[src/rtl/timer_cmd_sequencer_if.sv]
// Command and timer-register channels of the PWM job sequencer.
// The slave modport is the sequencer. The master modport is the host/timer side.
interface timer_cmd_sequencer_if;
    logic        iCmd_Valid;
    logic        oCmd_Ready;
    logic [15:0] iPeriod;
    logic [15:0] iDuty;
    logic [15:0] iRepeat;
    logic [1:0]  oAddr;
    logic        oWe;
    logic [15:0] oWdata;
    logic        oStart;
    logic        iTimer_End;

    modport slave (
        input  iCmd_Valid, iPeriod, iDuty, iRepeat, iTimer_End,
        output oCmd_Ready, oAddr, oWe, oWdata, oStart
    );

    modport master (
        output iCmd_Valid, iPeriod, iDuty, iRepeat, iTimer_End,
        input  oCmd_Ready, oAddr, oWe, oWdata, oStart
    );
endinterface

[src/rtl/timer_cmd_sequencer.sv]
// Queues PWM jobs {period, duty, repeat} and runs them on the PWM timer one at a time.
// Each job programs max/pwm/stop, pulses start, then waits for the timer end window to close.
//
// state    | meaning
// ---------+-----------------------------------------------
// IDLE     | waiting for a queued job; pops and latches it
// WR_MAX   | writing period to timer register 0
// WR_PWM   | writing min(duty, period) to timer register 1
// WR_STOP  | writing repeat to timer register 2
// START    | one-cycle start pulse to the timer
// WAIT_HI  | waiting for the timer end window to open
// WAIT_LO  | waiting for the timer end window to close
module timer_cmd_sequencer #(
    parameter int DEPTH = 4,
    parameter int AW    = 2
) (
    input  logic                  iCLK,
    input  logic                  iRST,
    timer_cmd_sequencer_if.slave  bus,
    output logic                  oBusy,
    output logic                  oDone,
    output logic                  oErr,
    output logic [15:0]           oDone_Cnt
);

    typedef enum logic [2:0] {
        S_IDLE,
        S_WR_MAX,
        S_WR_PWM,
        S_WR_STOP,
        S_START,
        S_WAIT_HI,
        S_WAIT_LO
    } state_t;

    localparam logic [AW:0] FULL_CNT = (AW+1)'(DEPTH);

    logic [47:0]   fifo_mem [DEPTH];
    logic [AW-1:0] wr_ptr;
    logic [AW-1:0] rd_ptr;
    logic [AW:0]   fifo_cnt;
    logic          fifo_full;
    logic          fifo_empty;
    logic          push;
    logic          pop;
    logic [47:0]   head;

    state_t        state;
    logic [15:0]   job_period;
    logic [15:0]   job_duty;
    logic [15:0]   job_repeat;
    logic [15:0]   duty_clamped;
    logic          done_q;
    logic          err_q;
    logic [15:0]   done_cnt_q;

    assign fifo_full  = (fifo_cnt == FULL_CNT);
    assign fifo_empty = (fifo_cnt == '0);
    assign push       = bus.iCmd_Valid && !fifo_full;
    assign pop        = (state == S_IDLE) && !fifo_empty;
    assign head       = fifo_mem[rd_ptr];

    always_ff @(posedge iCLK) begin
        if (push) begin
            fifo_mem[wr_ptr] <= {bus.iPeriod, bus.iDuty, bus.iRepeat};
        end
    end

    always_ff @(posedge iCLK) begin
        if (iRST) begin
            wr_ptr   <= '0;
            rd_ptr   <= '0;
            fifo_cnt <= '0;
        end else begin
            if (push) begin
                wr_ptr <= wr_ptr + AW'(1);
            end
            if (pop) begin
                rd_ptr <= rd_ptr + AW'(1);
            end
            case ({push, pop})
                2'b10:   fifo_cnt <= fifo_cnt + (AW+1)'(1);
                2'b01:   fifo_cnt <= fifo_cnt - (AW+1)'(1);
                default: fifo_cnt <= fifo_cnt;
            endcase
        end
    end

    always_ff @(posedge iCLK) begin
        if (iRST) begin
            state      <= S_IDLE;
            job_period <= '0;
            job_duty   <= '0;
            job_repeat <= '0;
            done_q     <= 1'b0;
            err_q      <= 1'b0;
            done_cnt_q <= '0;
        end else begin
            done_q <= 1'b0;
            err_q  <= 1'b0;
            case (state)
                S_IDLE: begin
                    if (pop) begin
                        {job_period, job_duty, job_repeat} <= head;
                        // A zero period would never end; reject the job without touching the timer
                        if (head[47:32] == 16'd0) begin
                            err_q <= 1'b1;
                        end else begin
                            state <= S_WR_MAX;
                        end
                    end
                end
                S_WR_MAX:  state <= S_WR_PWM;
                S_WR_PWM:  state <= S_WR_STOP;
                S_WR_STOP: state <= S_START;
                S_START:   state <= S_WAIT_HI;
                S_WAIT_HI: begin
                    if (bus.iTimer_End) begin
                        state <= S_WAIT_LO;
                    end
                end
                S_WAIT_LO: begin
                    if (!bus.iTimer_End) begin
                        done_q     <= 1'b1;
                        done_cnt_q <= done_cnt_q + 16'd1;
                        state      <= S_IDLE;
                    end
                end
                default: state <= S_IDLE;
            endcase
        end
    end

    assign duty_clamped = (job_duty > job_period) ? job_period : job_duty;

    always_comb begin
        bus.oWe    = 1'b0;
        bus.oAddr  = 2'd0;
        bus.oWdata = 16'd0;
        bus.oStart = 1'b0;
        case (state)
            S_WR_MAX: begin
                bus.oWe    = 1'b1;
                bus.oAddr  = 2'd0;
                bus.oWdata = job_period;
            end
            S_WR_PWM: begin
                bus.oWe    = 1'b1;
                bus.oAddr  = 2'd1;
                bus.oWdata = duty_clamped;
            end
            S_WR_STOP: begin
                bus.oWe    = 1'b1;
                bus.oAddr  = 2'd2;
                bus.oWdata = job_repeat;
            end
            S_START: bus.oStart = 1'b1;
            default: ;
        endcase
    end

    assign bus.oCmd_Ready = !fifo_full;
    assign oBusy          = (state != S_IDLE);
    assign oDone          = done_q;
    assign oErr           = err_q;
    assign oDone_Cnt      = done_cnt_q;

endmodule

[src/flat_wrapper.sv]
// flat-port wrapper written by rule: the top's interface ports become plain ports
module timer_cmd_sequencer_flat 
#(
    parameter int DEPTH = 4,
    parameter int AW    = 2
)
  (iCLK, iRST, oBusy, oDone, oErr, oDone_Cnt, bus_iCmd_Valid, bus_iPeriod, bus_iDuty, bus_iRepeat, bus_iTimer_End, bus_oCmd_Ready, bus_oAddr, bus_oWe, bus_oWdata, bus_oStart);
  timer_cmd_sequencer_if bus_i ();
  input  logic iCLK;
  input  logic iRST;
  output logic oBusy;
  output logic oDone;
  output logic oErr;
  output logic [15:0] oDone_Cnt;
  input wire logic [$bits(bus_i.iCmd_Valid)-1:0] bus_iCmd_Valid;
  input wire logic [$bits(bus_i.iPeriod)-1:0] bus_iPeriod;
  input wire logic [$bits(bus_i.iDuty)-1:0] bus_iDuty;
  input wire logic [$bits(bus_i.iRepeat)-1:0] bus_iRepeat;
  input wire logic [$bits(bus_i.iTimer_End)-1:0] bus_iTimer_End;
  output wire logic [$bits(bus_i.oCmd_Ready)-1:0] bus_oCmd_Ready;
  output wire logic [$bits(bus_i.oAddr)-1:0] bus_oAddr;
  output wire logic [$bits(bus_i.oWe)-1:0] bus_oWe;
  output wire logic [$bits(bus_i.oWdata)-1:0] bus_oWdata;
  output wire logic [$bits(bus_i.oStart)-1:0] bus_oStart;
  assign bus_i.iCmd_Valid = bus_iCmd_Valid;
  assign bus_i.iPeriod = bus_iPeriod;
  assign bus_i.iDuty = bus_iDuty;
  assign bus_i.iRepeat = bus_iRepeat;
  assign bus_i.iTimer_End = bus_iTimer_End;
  assign bus_oCmd_Ready = bus_i.oCmd_Ready;
  assign bus_oAddr = bus_i.oAddr;
  assign bus_oWe = bus_i.oWe;
  assign bus_oWdata = bus_i.oWdata;
  assign bus_oStart = bus_i.oStart;
  timer_cmd_sequencer #(.DEPTH(DEPTH), .AW(AW)) u_core (.iCLK(iCLK), .iRST(iRST), .bus(bus_i), .oBusy(oBusy), .oDone(oDone), .oErr(oErr), .oDone_Cnt(oDone_Cnt));
endmodule
[config.mk]
export PLATFORM = sky130hd
export DESIGN_NAME = timer_cmd_sequencer_flat
export DESIGN_NICKNAME = d
export VERILOG_FILES = /design/src/rtl/timer_cmd_sequencer_if.sv /design/src/rtl/timer_cmd_sequencer.sv /design/src/flat_wrapper.sv
export SDC_FILE = /design/constraint.sdc
export NUM_CORES = 1
export LEC_CHECK = 0
export ABC_AREA = 1
export BUFFER_PORTS_ARGS = -buffer_cell sky130_fd_sc_hd__buf_2
export CORE_MARGIN = 4
export CORE_UTILIZATION = 51
export CTS_CLUSTER_DIAMETER = 50
export DETAILED_ROUTE_END_ITERATION = 10
export PLACE_DENSITY = 0.69
export SETUP_SLACK_MARGIN = 0.1
export SLEW_MARGIN = 20
export SYNTH_ARGS = -nofsm -noshare
export SYNTH_HDL_FRONTEND = slang
export SYNTH_SLANG_ARGS = --single-unit
[constraint.sdc]
create_clock -name iCLK -period 6.3 [get_ports iCLK]
set_clock_uncertainty 0.2 [all_clocks]
set_input_delay 0.945 -clock iCLK [delete_from_list [all_inputs] [get_ports iCLK]]
set_output_delay 0.945 -clock iCLK [all_outputs]
set_load 0.1 [all_outputs]
Yosys cells after proc, flatten, opt, wreduce, memory -nomap -nowiden

Memory sizes are Yosys's and may differ from the RTL's. A register that Yosys moved wholly into a read port is not among the register bits.
Cells that the tools add are included.

Input bits: 52
Output and inout bits: 40
Memories kept: 1
Bits in writable memories: 192
Flip-flop bits (word level): 76

Reductions and logical operators: 15
$add $sub $neg: 5
$lt $le $gt $ge: 1
Bitwise logic cells: 4
Multiplexer cells: 17
Eq/ne operators: 13

Memory list:

| name            | words | width | rd ports | clocked after Yosys merged registers in | wr ports | RTL line                  | RTL |
|---|---|---|---|---|---|---|---|
| u_core.fifo_mem | 4     | 48    | 1        | 1                                       | 1        | timer_cmd_sequencer.sv:38 | `logic [47:0] fifo_mem [DEPTH];` |

Operator list:

| cell                                             | count |
|---|---|
| one-hot mux 16 bit (3 select lines)              | 1 |
| one-hot mux 3 bit (7 select lines)               | 1 |
| adder 16 x 1 -> 16 bit, second input constant    | 1 |
| greater-than comparator 16 bit                   | 1 |
| logical NOT 16 bit                               | 1 |
| 2-to-1 mux 16 bit                                | 1 |
| == test 3 bit, second input constant             | 4 |
| 2-to-1 mux 3 bit                                 | 4 |
| == test 3 x 2 -> 1 bit, second input constant    | 2 |
| logical NOT 3 bit                                | 2 |
| 2-to-1 mux 1 bit                                 | 6 |
| != test 2 bit, second input constant             | 3 |
| one-hot mux 3 bit (2 select lines)               | 1 |
| OR reduction 3 bit                               | 2 |
| adder 2 x 1 -> 2 bit, second input constant      | 2 |
| 2-to-1 mux 2 bit                                 | 2 |
| inverter 1 bit                                   | 4 |
| one-hot mux 2 bit (2 select lines)               | 1 |
| AND reduction 2 bit                              | 2 |
| AND reduction 4 bit                              | 1 |
| adder 3 x 1 -> 3 bit, second input constant      | 1 |
| == test 3 x 1 -> 1 bit, second input constant    | 1 |
| nonzero test 3 bit                               | 1 |
| subtractor 3 x 1 -> 3 bit, second input constant | 1 |
| 7 further kinds                                  | 9 |

Longest topological paths before layout

Word-level depth: 5
Depth in mapped cells: 14
Gate-level depth less buffers: 12

Worst setup path before layout

Ideal clock, no wire load.

Path kind: register to output
Start point: register u_core.job_period[5]
End point: output bus_oWdata[0]
Stages on the path, launching flop included: 13
Arrival time: 3,601 ps
Setup slack: 1,554 ps
Buffers on the path: 1
Cell sequence: dfxtp_1 inv_1 ha_1 a21oi_1 nor2_1 nor3_1 nand2_1 nand2_1 nand2_2 nand2_2 buf_6 o21ai_0 o21ai_0

Word-level cells in the longest chain between the ends: 3

Ends and longest elaborated chain:

| element                             | RTL line                   | RTL |
|---|---|---|
| from (decl)                         | timer_cmd_sequencer.sv:49  | `logic [15:0] job_period;` |
| from (signal assigned)              | timer_cmd_sequencer.sv:92  | `job_period <= '0;` |
| from (signal assigned)              | timer_cmd_sequencer.sv:104 | `{job_period, job_duty, job_repeat} <= head;` |
| greater-than comparator 16 bit      | timer_cmd_sequencer.sv:134 | `assign duty_clamped = (job_duty > job_period) ? job_period : job_duty;` |
| 2-to-1 mux 16 bit                   | timer_cmd_sequencer.sv:134 |  |
| one-hot mux 16 bit (3 select lines) | timer_cmd_sequencer.sv:141 | `case (state)` |
| to (decl)                           | flat_wrapper.sv:23         | `output wire logic [$bits(bus_i.oWdata)-1:0] bus_oWdata;` |

Every way passes these cells.

Worst setup path in the final report

Start point: register u_core.job_period[11]
End point: output bus_oWdata[3]

Same word-level chain as after synthesis.

==> impl_metrics.toml <==
[setup_path]
end_kind = "output pin"
crit_type = "reg2out"
path_delay_family = "simple AND/OR/NAND/NOR gates"
cp_slowest_cell = "buf_2"
arrival_ps = 3470
critPathBufInv = 3
cpPeakStageDelay_ps = 510
crit_required_ps = 5150
cp-start-kind = "flip-flop"
crit_chain = "inv_1, ha_1, nand2_1, inv_1, nand3_1, nor2_1, nand3_2, nand2_2, o21ai_0, o21ai_0, buf_2"
r2r_setup_slack_ps = 3010
cp_max_fo = 17

[place]
port_buffers = 91
dpl_cell_area_um2 = 11700
dp_hpwl_mm = 14.5
place_congestion = 0.876

[yosys]
synth.avg_cell_area_um2 = 10.7
ys.warnings.count = 0
syn_area_um2 = 11100
netlist_top_cells_area = "edfxtp_1 (52%), dfxtp_1 (14%), o21ai_0 (6.9%)"
yosysTopAreaCellShare_pct = 51.7
ys_seq_elements = 270
ys_seq_area_share_pct = 65.7
synth_compound_area_share_pct = 13.2
synth_area_leader_cell = "edfxtp_1"
synth-adder-area-share_pct = 2.65
synth_mux_area_share_pct = 0
synth.distinct_cells = 36
synth-xor-area-share_pct = 0.0786
syn_nets = 1115
yosys.area_share.simple_pct = 13.3
synthCells = 1040
synth_top_family_by_area = "simple AND/OR/NAND/NOR gates"

[layout]
num-nets-final = 1191
syn_to_final_growth_pct = 14.2
design_area_um2 = 12700
drive_gt1_share_pct = 15.0

[cts]
path_clk_slew_ps = 60
clk_latency_ps = 550
clockBufferDepth = 3
post_cts_resized = 0
hold_buffers = 0
clock_tree.root_cell = "clkbuf_16"
cts_buffers = 30
cts_setup_buffers = 0
cts_sinks = 270
cts_tree = "done"
cts_max_level = 1

[drt]
final_antenna_net_count = 0
route.detailed.drc = 0
dr.pass1.iters = 5
wire_per_inst_um = 17.8
via_count = 7846
drtIter0Drc = 655
viasPerCell = 5.54
wl_mm = 25.2

[global_routing]
antenna_found_initial = 2
grt_max_degree = 102
globalRouteOverflowTotal = 0
grt_first_pass_wirelength_mm = 39.3
first_global_vias = 7207
grt.total_usage_pct = 20.5

[sta]
final.min_clock_period_ps = 4610
fin_hold_ws_ps = 272
hold_viol = 0
tightestPinTransition_ps = 1080
post-route-period-util_pct = 73.2
grt_setup_unrepaired = "no"
clock.fmax_mhz = 217
report.final.slew_viol_count = 0
slew_headroom_pct = 28.0
setup_viol = 0
setup-tns-final_ps = 0

[job]
maxCapViolations = 0

[pwr]
p_leak_nw = 4.74
vdd_drop_max_uv = 287
report.power.total_w = 0.00603
p_per_area_nw_per_um2 = 474

[hold_path]
worstHoldPathType = "reg2reg"

[floorplan]
rows = 53
initial_utilization_pct = 52.4
fp.dieH_um = 156
die_x_um = 156
pin_count = 92
die-area_um2 = 24300
core_area_um2 = 21300

[outcome]
status = "finished clean"
-- worst paths after layout --
check,from,endpoint,depth (start not counted)
worst max-delay path,u_core.job_period[11]$_SDFFE_PP0P_,bus_oWdata[3],11
worst min-delay path,u_core.rd_ptr[1]$_SDFFE_PP0P_,flip-flop,2
worst max register to register,flip-flop,u_core.state[1]$_SDFFE_PP0P_,12
worst min register to register,u_core.rd_ptr[1]$_SDFFE_PP0P_,flip-flop,2
-- worst reg2reg max path, cell delays in order, from the launching register on --
cell and delay [ps]:
dfxtp_2 310, buf_4 820, inv_4 600, nand2_1 250, nand3_1 90, nand2_1 190, nand2_1 90, nor2_1 140
nand2_1 60, nor2_1 170, nand2_1 110, nand4_1 90, a21oi_1 60
-- cell usage after synthesis (all sizes together) --
cell type / number
a22oi: 16
o21ai: 164
or3: 1
nand3: 43
xnor2: 1
o21ba: 1
nand2: 125
nand3b: 1
ha: 22
dfxtp: 78
and3: 3
a21oi: 61
edfxtp: 192
o21bai: 1
nor3: 7
clkbuf: 20
inv: 61
fa: 1
buf: 37
nor4: 1
a31oi: 33
nand4: 7
nor2: 164
-- layout by cell type, fill, tap and decap left out, drive strengths merged, types with 10 or more instances in the layout --
master    n
clkbuf   39
a21oi    61
nand3    43
o21ai   164
clkinv   10
dfxtp    78
ha       22
a22oi    16
nor2    164
nand2   125
buf     101
edfxtp  192
inv      63
a31oi    33
-- registers in the layout (all words and copies together) (netlist names), named ones only --
signal,flops
u_core.rd_ptr,2
u_core.oErr,1
u_core.state,3
u_core.oDone_Cnt,16
u_core.oDone,1
u_core.wr_ptr,2
u_core.job_duty,16
u_core.job_repeat,16
u_core.fifo_cnt,3
u_core.job_period,16
u_core.fifo_mem,192
-- cell families (layout without fill, tap and decap cells) --
group                      count (synthesis)  count (layout)
buffers and inverters                    118             217
DFF                                      270             270
xor gates and xnor gates                   1               1
other                                      0               1
and+or+nand+nor                          352             352
AOI/OAI and AO/OA                        276             276
adders and majority gates                 23              23
-- metrics by stage --
stage	cells	setup WS, ps	utilization (%)
final	1415	1690	59.8
after global routing	1414	1470	59.8
after CTS	1414	1740	59.8
after detailed placement	1359	2350	55.1
after global placement	1359	2370	55.1
after floorplan	1040	1550	-
-- report_power, final --
| part | total (W) | switching, W | internal (W) |
|---|---|---|---|
| registers | 0.00232 | 0.000147 | 0.00217 |
| logic | 0.00197 | 0.00150 | 0.000472 |
| clock network | 0.00174 | 0.000676 | 0.00106 |
| total | 0.00603 | 0.00232 | 0.00371 |
-- routing by layer --
metal  wire [um]  global-route usage, %  share of wire [%]  vias up
li1            -                      -                  -     3817
met1       11000                   28.6                 43     3692
met2       11800                   33.0                 47      283
met3        1740                   3.83                6.9       52
met4         744                   6.17                2.9        2
met5          13                      0              0.052        -
-- cell type report --
| type | instances | area [um2] |
|---|---|---|
| multi-input cells | 652 | 3290 |
| clock buffers | 39 | 805 |
| well taps | 275 | 344 |
| clock inverters | 16 | 200 |
| flip-flops and latches | 270 | 7330 |
| inverters | 61 | 231 |
| fillers | 1748 | 8550 |
| repair buffers | 101 | 531 |
| diodes | 1 | 2.50 |
(Power assumes the default switching activity.)
